[src/rtl/mem_port_arbiter_pkg.sv]
// mem_port_arbiter_pkg: state encodings, default widths and byte-select constant
// shared by the memory-port arbiter and its watchdog.
package mem_port_arbiter_pkg;

   localparam int unsigned ARB_ADDR_W    = 32;
   localparam int unsigned ARB_DATA_W    = 32;
   localparam int unsigned ARB_MAX_SEL_W = 64;

   // Wide enough for any supported DATA_W; users truncate to their own byte-select width.
   localparam logic [ARB_MAX_SEL_W-1:0] ARB_SEL_ALL = '1;

   typedef enum logic [1:0] {
      ARB_IDLE   = 2'd0,
      ARB_IF_ACC = 2'd1,
      ARB_DM_ACC = 2'd2,
      ARB_DONE   = 2'd3
   } arb_state_e;

   function automatic logic arb_is_acc(input arb_state_e s);
      return (s == ARB_IF_ACC) || (s == ARB_DM_ACC);
   endfunction

endpackage

[src/rtl/mem_port_arbiter_wdog.sv]
// mem_port_arbiter_wdog: wait-state counter for the arbiter, used only when ARB_TIMEOUT_EN
// is defined. Counts enabled cycles since the last clear; expired stays high until cleared.
module mem_port_arbiter_wdog #(
   parameter int unsigned TIMEOUT = 255
) (
   input  logic clk,
   input  logic rst,
   input  logic clr,
   input  logic en,
   output logic expired
);

   localparam int unsigned CNT_W = (TIMEOUT < 2) ? 1 : $clog2(TIMEOUT + 1);

   logic [CNT_W-1:0] cnt_q, cnt_d;
   logic             expired_q, expired_d;

   // Counter stops once the limit is hit so it cannot wrap while the abort is in flight.
   always_comb begin
      cnt_d     = cnt_q;
      expired_d = expired_q;
      if (clr) begin
         cnt_d     = '0;
         expired_d = 1'b0;
      end else if (en && !expired_q) begin
         cnt_d     = cnt_q + CNT_W'(1);
         expired_d = (cnt_d == CNT_W'(TIMEOUT));
      end
   end

   always_ff @(posedge clk or negedge rst) begin
      if (!rst) begin
         cnt_q     <= '0;
         expired_q <= 1'b0;
      end else begin
         cnt_q     <= cnt_d;
         expired_q <= expired_d;
      end
   end

   assign expired = expired_q;

endmodule

[src/rtl/mem_port_arbiter.sv]
// mem_port_arbiter: shares one memory bus port between instruction fetch and data access.
// Defining ARB_TIMEOUT_EN adds a wait-state watchdog and the sticky bus_err output.
module mem_port_arbiter
   import mem_port_arbiter_pkg::*;
#(
   parameter int unsigned ADDR_W  = ARB_ADDR_W,
   parameter int unsigned DATA_W  = ARB_DATA_W
`ifdef ARB_TIMEOUT_EN
   ,
   parameter int unsigned TIMEOUT = 255
`endif
) (
   input  logic                clk,
   input  logic                rst,
   input  logic                if_req,
   input  logic [ADDR_W-1:0]   if_addr,
   output logic [DATA_W-1:0]   if_rdata,
   output logic                if_ready,
   input  logic                dm_req,
   input  logic                dm_we,
   input  logic [DATA_W/8-1:0] dm_sel,
   input  logic [ADDR_W-1:0]   dm_addr,
   input  logic [DATA_W-1:0]   dm_wdata,
   output logic [DATA_W-1:0]   dm_rdata,
   output logic                dm_ready,
   output logic                bus_req,
   output logic                bus_we,
   output logic [DATA_W/8-1:0] bus_sel,
   output logic [ADDR_W-1:0]   bus_addr,
   output logic [DATA_W-1:0]   bus_wdata,
   input  logic [DATA_W-1:0]   bus_rdata,
   input  logic                bus_ack,
   output logic                stallreq_if,
   output logic                stallreq_mem
`ifdef ARB_TIMEOUT_EN
   ,
   output logic                bus_err
`endif
);

   localparam int unsigned SEL_W = DATA_W / 8;

   arb_state_e        state_q, state_d;
   logic              last_dm_q, last_dm_d;
   logic              bus_req_q, bus_req_d;
   logic              bus_we_q, bus_we_d;
   logic [SEL_W-1:0]  bus_sel_q, bus_sel_d;
   logic [ADDR_W-1:0] bus_addr_q, bus_addr_d;
   logic [DATA_W-1:0] bus_wdata_q, bus_wdata_d;
   logic [DATA_W-1:0] if_rdata_q, if_rdata_d;
   logic [DATA_W-1:0] dm_rdata_q, dm_rdata_d;
   logic              if_ready_q, if_ready_d;
   logic              dm_ready_q, dm_ready_d;

`ifdef ARB_TIMEOUT_EN
   logic wd_expired;
   logic bus_err_q, bus_err_d;

   mem_port_arbiter_wdog #(
      .TIMEOUT (TIMEOUT)
   ) u_wdog (
      .clk     (clk),
      .rst     (rst),
      .clr     (state_q == ARB_IDLE),
      .en      (arb_is_acc(state_q) && !bus_ack),
      .expired (wd_expired)
   );

   assign bus_err = bus_err_q;
`endif

   // Next-state and registered-output logic; ready pulses default low so they last one cycle.
   always_comb begin
      state_d     = state_q;
      last_dm_d   = last_dm_q;
      bus_req_d   = bus_req_q;
      bus_we_d    = bus_we_q;
      bus_sel_d   = bus_sel_q;
      bus_addr_d  = bus_addr_q;
      bus_wdata_d = bus_wdata_q;
      if_rdata_d  = if_rdata_q;
      dm_rdata_d  = dm_rdata_q;
      if_ready_d  = 1'b0;
      dm_ready_d  = 1'b0;
`ifdef ARB_TIMEOUT_EN
      bus_err_d   = bus_err_q;
`endif

      unique case (state_q)
         ARB_IDLE: begin
            // Under contention the data path wins unless it won the previous grant.
            if (dm_req && (!if_req || !last_dm_q)) begin
               bus_req_d   = 1'b1;
               bus_we_d    = dm_we;
               bus_sel_d   = dm_sel;
               bus_addr_d  = dm_addr;
               bus_wdata_d = dm_wdata;
               last_dm_d   = 1'b1;
               state_d     = ARB_DM_ACC;
            end else if (if_req) begin
               bus_req_d   = 1'b1;
               bus_we_d    = 1'b0;
               bus_sel_d   = SEL_W'(ARB_SEL_ALL);
               bus_addr_d  = if_addr;
               bus_wdata_d = '0;
               last_dm_d   = 1'b0;
               state_d     = ARB_IF_ACC;
            end
         end

         ARB_IF_ACC, ARB_DM_ACC: begin
            if (bus_ack) begin
               bus_req_d = 1'b0;
               state_d   = ARB_DONE;
               if (state_q == ARB_IF_ACC) begin
                  if_ready_d = 1'b1;
                  if_rdata_d = bus_rdata;
               end else begin
                  dm_ready_d = 1'b1;
                  if (!bus_we_q) begin
                     dm_rdata_d = bus_rdata;
                  end
               end
            end
`ifdef ARB_TIMEOUT_EN
            else if (wd_expired) begin
               bus_req_d = 1'b0;
               bus_err_d = 1'b1;
               state_d   = ARB_DONE;
               if (state_q == ARB_IF_ACC) begin
                  if_ready_d = 1'b1;
                  if_rdata_d = '0;
               end else begin
                  dm_ready_d = 1'b1;
                  dm_rdata_d = '0;
               end
            end
`endif
         end

         ARB_DONE: begin
            // Requesters update their request during the ready cycle, so nothing is sampled here.
            state_d = ARB_IDLE;
         end

         default: begin
            state_d = ARB_IDLE;
         end
      endcase
   end

   always_ff @(posedge clk or negedge rst) begin
      if (!rst) begin
         state_q     <= ARB_IDLE;
         last_dm_q   <= 1'b0;
         bus_req_q   <= 1'b0;
         bus_we_q    <= 1'b0;
         bus_sel_q   <= '0;
         bus_addr_q  <= '0;
         bus_wdata_q <= '0;
         if_rdata_q  <= '0;
         dm_rdata_q  <= '0;
         if_ready_q  <= 1'b0;
         dm_ready_q  <= 1'b0;
`ifdef ARB_TIMEOUT_EN
         bus_err_q   <= 1'b0;
`endif
      end else begin
         state_q     <= state_d;
         last_dm_q   <= last_dm_d;
         bus_req_q   <= bus_req_d;
         bus_we_q    <= bus_we_d;
         bus_sel_q   <= bus_sel_d;
         bus_addr_q  <= bus_addr_d;
         bus_wdata_q <= bus_wdata_d;
         if_rdata_q  <= if_rdata_d;
         dm_rdata_q  <= dm_rdata_d;
         if_ready_q  <= if_ready_d;
         dm_ready_q  <= dm_ready_d;
`ifdef ARB_TIMEOUT_EN
         bus_err_q   <= bus_err_d;
`endif
      end
   end

   assign bus_req   = bus_req_q;
   assign bus_we    = bus_we_q;
   assign bus_sel   = bus_sel_q;
   assign bus_addr  = bus_addr_q;
   assign bus_wdata = bus_wdata_q;
   assign if_rdata  = if_rdata_q;
   assign dm_rdata  = dm_rdata_q;
   assign if_ready  = if_ready_q;
   assign dm_ready  = dm_ready_q;

   // Stall requests feed the pipeline controller directly, hence combinational.
   assign stallreq_if  = if_req & ~if_ready_q;
   assign stallreq_mem = dm_req & ~dm_ready_q;

endmodule

[config.mk]
export PLATFORM = sky130hd
export DESIGN_NAME = mem_port_arbiter
export DESIGN_NICKNAME = d
export VERILOG_FILES = /design/src/rtl/mem_port_arbiter_pkg.sv /design/src/rtl/mem_port_arbiter_wdog.sv /design/src/rtl/mem_port_arbiter.sv
export SDC_FILE = /design/constraint.sdc
export NUM_CORES = 1
export LEC_CHECK = 0
export CORE_ASPECT_RATIO = 0.75
export CORE_MARGIN = 2
export CORE_UTILIZATION = 43
export DETAILED_ROUTE_END_ITERATION = 10
export PLACE_DENSITY_LB_ADDON = 0.2
export SLEW_MARGIN = 5
export SYNTH_ARGS = -nofsm -noshare
export SYNTH_HDL_FRONTEND = slang
export SYNTH_HIERARCHICAL = 1
export SYNTH_SLANG_ARGS = --single-unit
[constraint.sdc]
create_clock -name clk -period 4.24 [get_ports clk]
set_clock_uncertainty 0.05 [all_clocks]
set_input_delay 1.272 -clock clk [delete_from_list [all_inputs] [get_ports clk]]
set_output_delay 1.272 -clock clk [all_outputs]
set_load 0.05 [all_outputs]
* After elaboration in Yosys (flattened, before gate mapping)
Cells that the tools add are included.
Widths: inputs -> output; s select.
** Cells by class
- Eq/ne operators :: 5
- Mux-type cells :: 23
- Bitwise operators :: 6
- Reduce and logical (&&, ||, !) cells :: 13
** Operator list (count)
- $mux 32 :: 4
- $mux 1 :: 12
- $mux 4 :: 2
- $mux 2 :: 3
- $pmux 2 s3 :: 1
- $reduce_and 3->1 :: 2
- $eq 2x2->1 const B :: 2
- $not 1->1 :: 4
- $reduce_and 2->1 :: 2
- $reduce_and 4->1 :: 1
- $reduce_bool 2->1 :: 2
- $ne 3x3->1 const B :: 1
- $and 1x1->1 :: 2
- $eq 2x1->1 const B :: 1
- $logic_not 1->1 :: 2
- $logic_not 2->1 :: 1
- $ne 2x2->1 const B :: 1
- $pmux 1 s2 :: 1
- $reduce_or 2->1 :: 1
- $logic_and 1x1->1 :: 1
- $logic_or 1x1->1 :: 1
** Word-level totals
- Flip-flop bits (word level) :: 139
- Input port bits :: 138
- Output and inout port bits :: 138
- Logic and storage cells :: 58

* Longest topological paths before layout
- Depth after elaboration :: 5
- Gate-level depth with buffers :: 7
- Depth with buffers taken out :: 5

* Least setup slack after synthesis
OpenSTA, ideal clock, no wires.
- Path type :: input to output
- Start point :: input port if_req
- End point :: output port stallreq_if
- Arrival time :: 1.979 ns
- Required time :: 2.918 ns
- Path slack :: 0.939 ns
- Stages on the path :: 1
- Buffers on the path :: 0
- Cell sequence :: nor2b_1
** Between the ends
- Word-level cells in the longest chain between the ends :: 1
** RTL lines
- start: declaration :: RTL line mem_port_arbiter.sv:15 : input logic if_req,
- $and 1x1->1 :: RTL line mem_port_arbiter.sv:197 : assign stallreq_if = if_req & ~if_ready_q;
- end: declaration :: RTL line mem_port_arbiter.sv:33 : output logic stallreq_if,
Every way passes these cells.

* Worst setup path in the final report
Ends and elaborated chain as after synthesis.

==> results.toml <==
[cts]
clk_pin_slew_worst_paths_ns = 0.06
postCtsResizedCells = 0
clk_path_buf_depth = 2
postCtsSetupRepairBufs = 0
clock-sinks = 139
cts_root_buf = "clkbuf_16"
ctsHtreeMaxLevel = 4
tritoncts.num_buffers = 17
post_cts_hold_buffer_count = 0
cts_tree = "built"
worst_skew_pair.late_latency_ns = 0.39

[floorplanning]
floorplan.die.width_um = 134
placement_rows = 35
chipHeight_um = 101
initial_util_pct = 44.3
fp.coreArea_um2 = 12300
num_io_pins = 276
die_area_um2 = 13600

[synthesis]
syn_inst = 427
post_synth.cell_area_avg_um2 = 12.8
syn_nets = 569
ys_async_sr_fraction_pct = 100
yosys.cell_types.count = 23
post_synth_fa_ha_maj_area_fraction_pct = 0.918
synth_edf_count = 0
synth_largest_area_cell = "dfrtp_1"
compound_cell_area_share_of_the_yosys_netlist_pct = 13.0
synth_seq_area_share_pct = 63.8
post_synth_instance_area_um2 = 5450
synth.mux.area_fraction_pct = 13.8
yosys.area.top_type_share_pct = 63.8
synth-simple-area-share_pct = 5.60
synth_top_cells_by_area = "dfrtp_1 64%, mux2_2 13%, a21oi_1 6.1%"
number_of_storage_elements_in_the_synthesis_netlist = 139
synth_xor_xnor_area_share_pct = 0
combinational_family_with_the_most_area_after_synthesis = "multiplexers"
warnings_from_yosys = 6
ys.flop_type = "dfrtp_1"

[min_path]
hold_path_class = "flop to flop"

[sta]
timing.setup.tns_ns = 0
worst_slew_pin_slew_ns = 0.794
finalWorstPathRequiredPeriod_ns = 3.74
max_slew_margin_pct = 47.1
layout_worst_path_cycle_share_pct = 88.2
grt_setup_unrepaired = "false"
timing_hold_violations_final = 0
maxSlewViolCount = 0
finalSetupViolations = 0
fmax_mhz = 267

[route]
drc = 0
drt-total-wl_mm = 15.4
routed_via_density = 5.04
detailedRoute.firstIterationViolations = 212
antenna_left = 0
route.detailed.wl_per_inst_um = 17.5
dr.pass1.iters = 6
detailroute.via_count = 4424

[finish]
num_antenna_cells = 0
fill_cell_total_of_the_finished_layout = 845
final-seq-area_um2 = 3480
multi_input_comb_area_um2 = 1830
layout-drive-gt1-share_pct = 15.0
fin_nets = 843
areaGrowthSynthToFinish_pct = 64.9

[global_route]
grt_usage_pct = 22.5
grt-ovfl-total = 0
first_global_vias = 4492
grt_max_degree = 87
grt_antenna_before_repair = 0
wire_length_of_the_first_global_routing_pass_mm = 23.5

[placed_design]
io_buffers = 275
hpwl_reported_at_the_end_of_detailed_placement_mm = 11.0
place.gp.congestion = 0.855

[critical_path]
crit_path_end_kind = "output pin"
path_max_fanout = 6
cp-start-kind = "primary input"
path_class = "primary input to output pin"
cp_data_required_time_ns = 2.92
worst-endpoint-arrival_ns = 2.42

[pwr]
cellPowerDensity_nw_per_um2 = 1010
power.total_w = 0.00906
power.ir.vdd_worst_mv = 0.592
cellLeakagePower_nw = 3.83

[outcome]
status = "completed"

[flow_run]
maxCapViolations = 0
-- worst max-delay path: stages --
cell,delay [ns]
clkdlybuf4s50_1,0.68
nor2b_1,0.29
buf_12,0.17
-- area by class of cell --
class	instances	area share, %
Clock buffer	18	4.89
Clock inverter	12	1.94
Inverter	4	0.167
Multi-Input combinational cell	257	20.4
Sequential cell	139	38.7
Tap cell	166	2.31
Timing Repair Buffer	282	31.6
-- stage by stage --
stage / util [%] / cell area, um^2 / worst slack [ns] / instances / hold WS [ns]
CTS: 73.0 / 8990 / 0.508 / 878 / 0.440
detailed placement: 68.1 / 8370 / 0.514 / 848 / 0.427
floorplan: - / 5450 / 0.939 / 427 / 0.473
finish: 73.0 / 8990 / 0.499 / 878 / 0.434
global placement: 68.1 / 8370 / 0.549 / 848 / 0.419
global route: 73.0 / 8990 / 0.431 / 878 / 0.468
-- state kept, by name (all words and copies together) (netlist names) --
| signal | count |
|---|---|
| bus_addr | 32 |
| bus_wdata | 32 |
| dm_rdata | 32 |
| if_rdata | 32 |
| bus_sel | 4 |
| state_q | 2 |
| bus_req | 1 |
| bus_we | 1 |
| dm_ready | 1 |
| if_ready | 1 |
| last_dm_q | 1 |
-- where the power goes --
part	switching (W)	total (W)	internal [W]
combinational	0.00331	0.00518	0.00187
clock	0.000534	0.00153	0.000991
sequential	0.000359	0.00236	0.00200
total	0.00421	0.00906	0.00486
-- worst paths after layout --
kind                             start       endpoint  slack (ns)  cells past startpoint
setup / recovery                if_req    stallreq_if        0.50                      3
hold / removal             dm_rdata[5]    dm_rdata[5]        0.43                      1
setup reg to reg            state_q[0]   dm_rdata[20]        2.19                      6
hold reg to reg            dm_rdata[5]    dm_rdata[5]        0.43                      1
max in group asynchronous          rst   bus_addr[27]        2.45                      2
min in group asynchronous          rst  bus_wdata[13]        0.85                      1
-- placed cells by master (no fill, tap or decap), types with 4 or more instances in the layout --
cell             netlist  routed
clkdlybuf4s50_1        0     272
dfrtp_1              139     139
a21oi_1               66      66
mux2_2                63      63
nand2_1               37      37
nor2_1                35      35
a22o_1                33      33
clkbuf_16              0      17
buf_4                  6       6
inv_1                  4       4
o22a_1                 4       4
ha_1                   4       4
bufinv_16              0       4
clkinv_2               0       4
-- Yosys cell counts, drive strengths merged, types with 2 or more instances --
cell,number
a21oi,66
mux2i,2
nand2,37
clkbuf,8
inv,4
mux2,65
dfrtp,139
nor2,35
buf,19
ha,4
o22a,4
o21a,2
a22o,33
nor2b,3
-- routing by layer --
| metal | global-route usage [%] | up-vias | wire, um |
|---|---|---|---|
| li1 | - | 2046 | - |
| met1 | 27.8 | 2175 | 6220 |
| met2 | 38.1 | 180 | 7780 |
| met3 | 5.96 | 23 | 1080 |
| met4 | 9.33 | 0 | 325 |
| met5 | 0 | - | 0 |
-- cell families after synthesis --
family | count (synthesis)
DFF | 139
AOI/OAI and AO/OA | 109
and+or+nand+nor | 77
muxes | 67
buffers and inverters | 31
adders and majority gates | 4
Note: power is estimated with default switching activity, not from simulation.
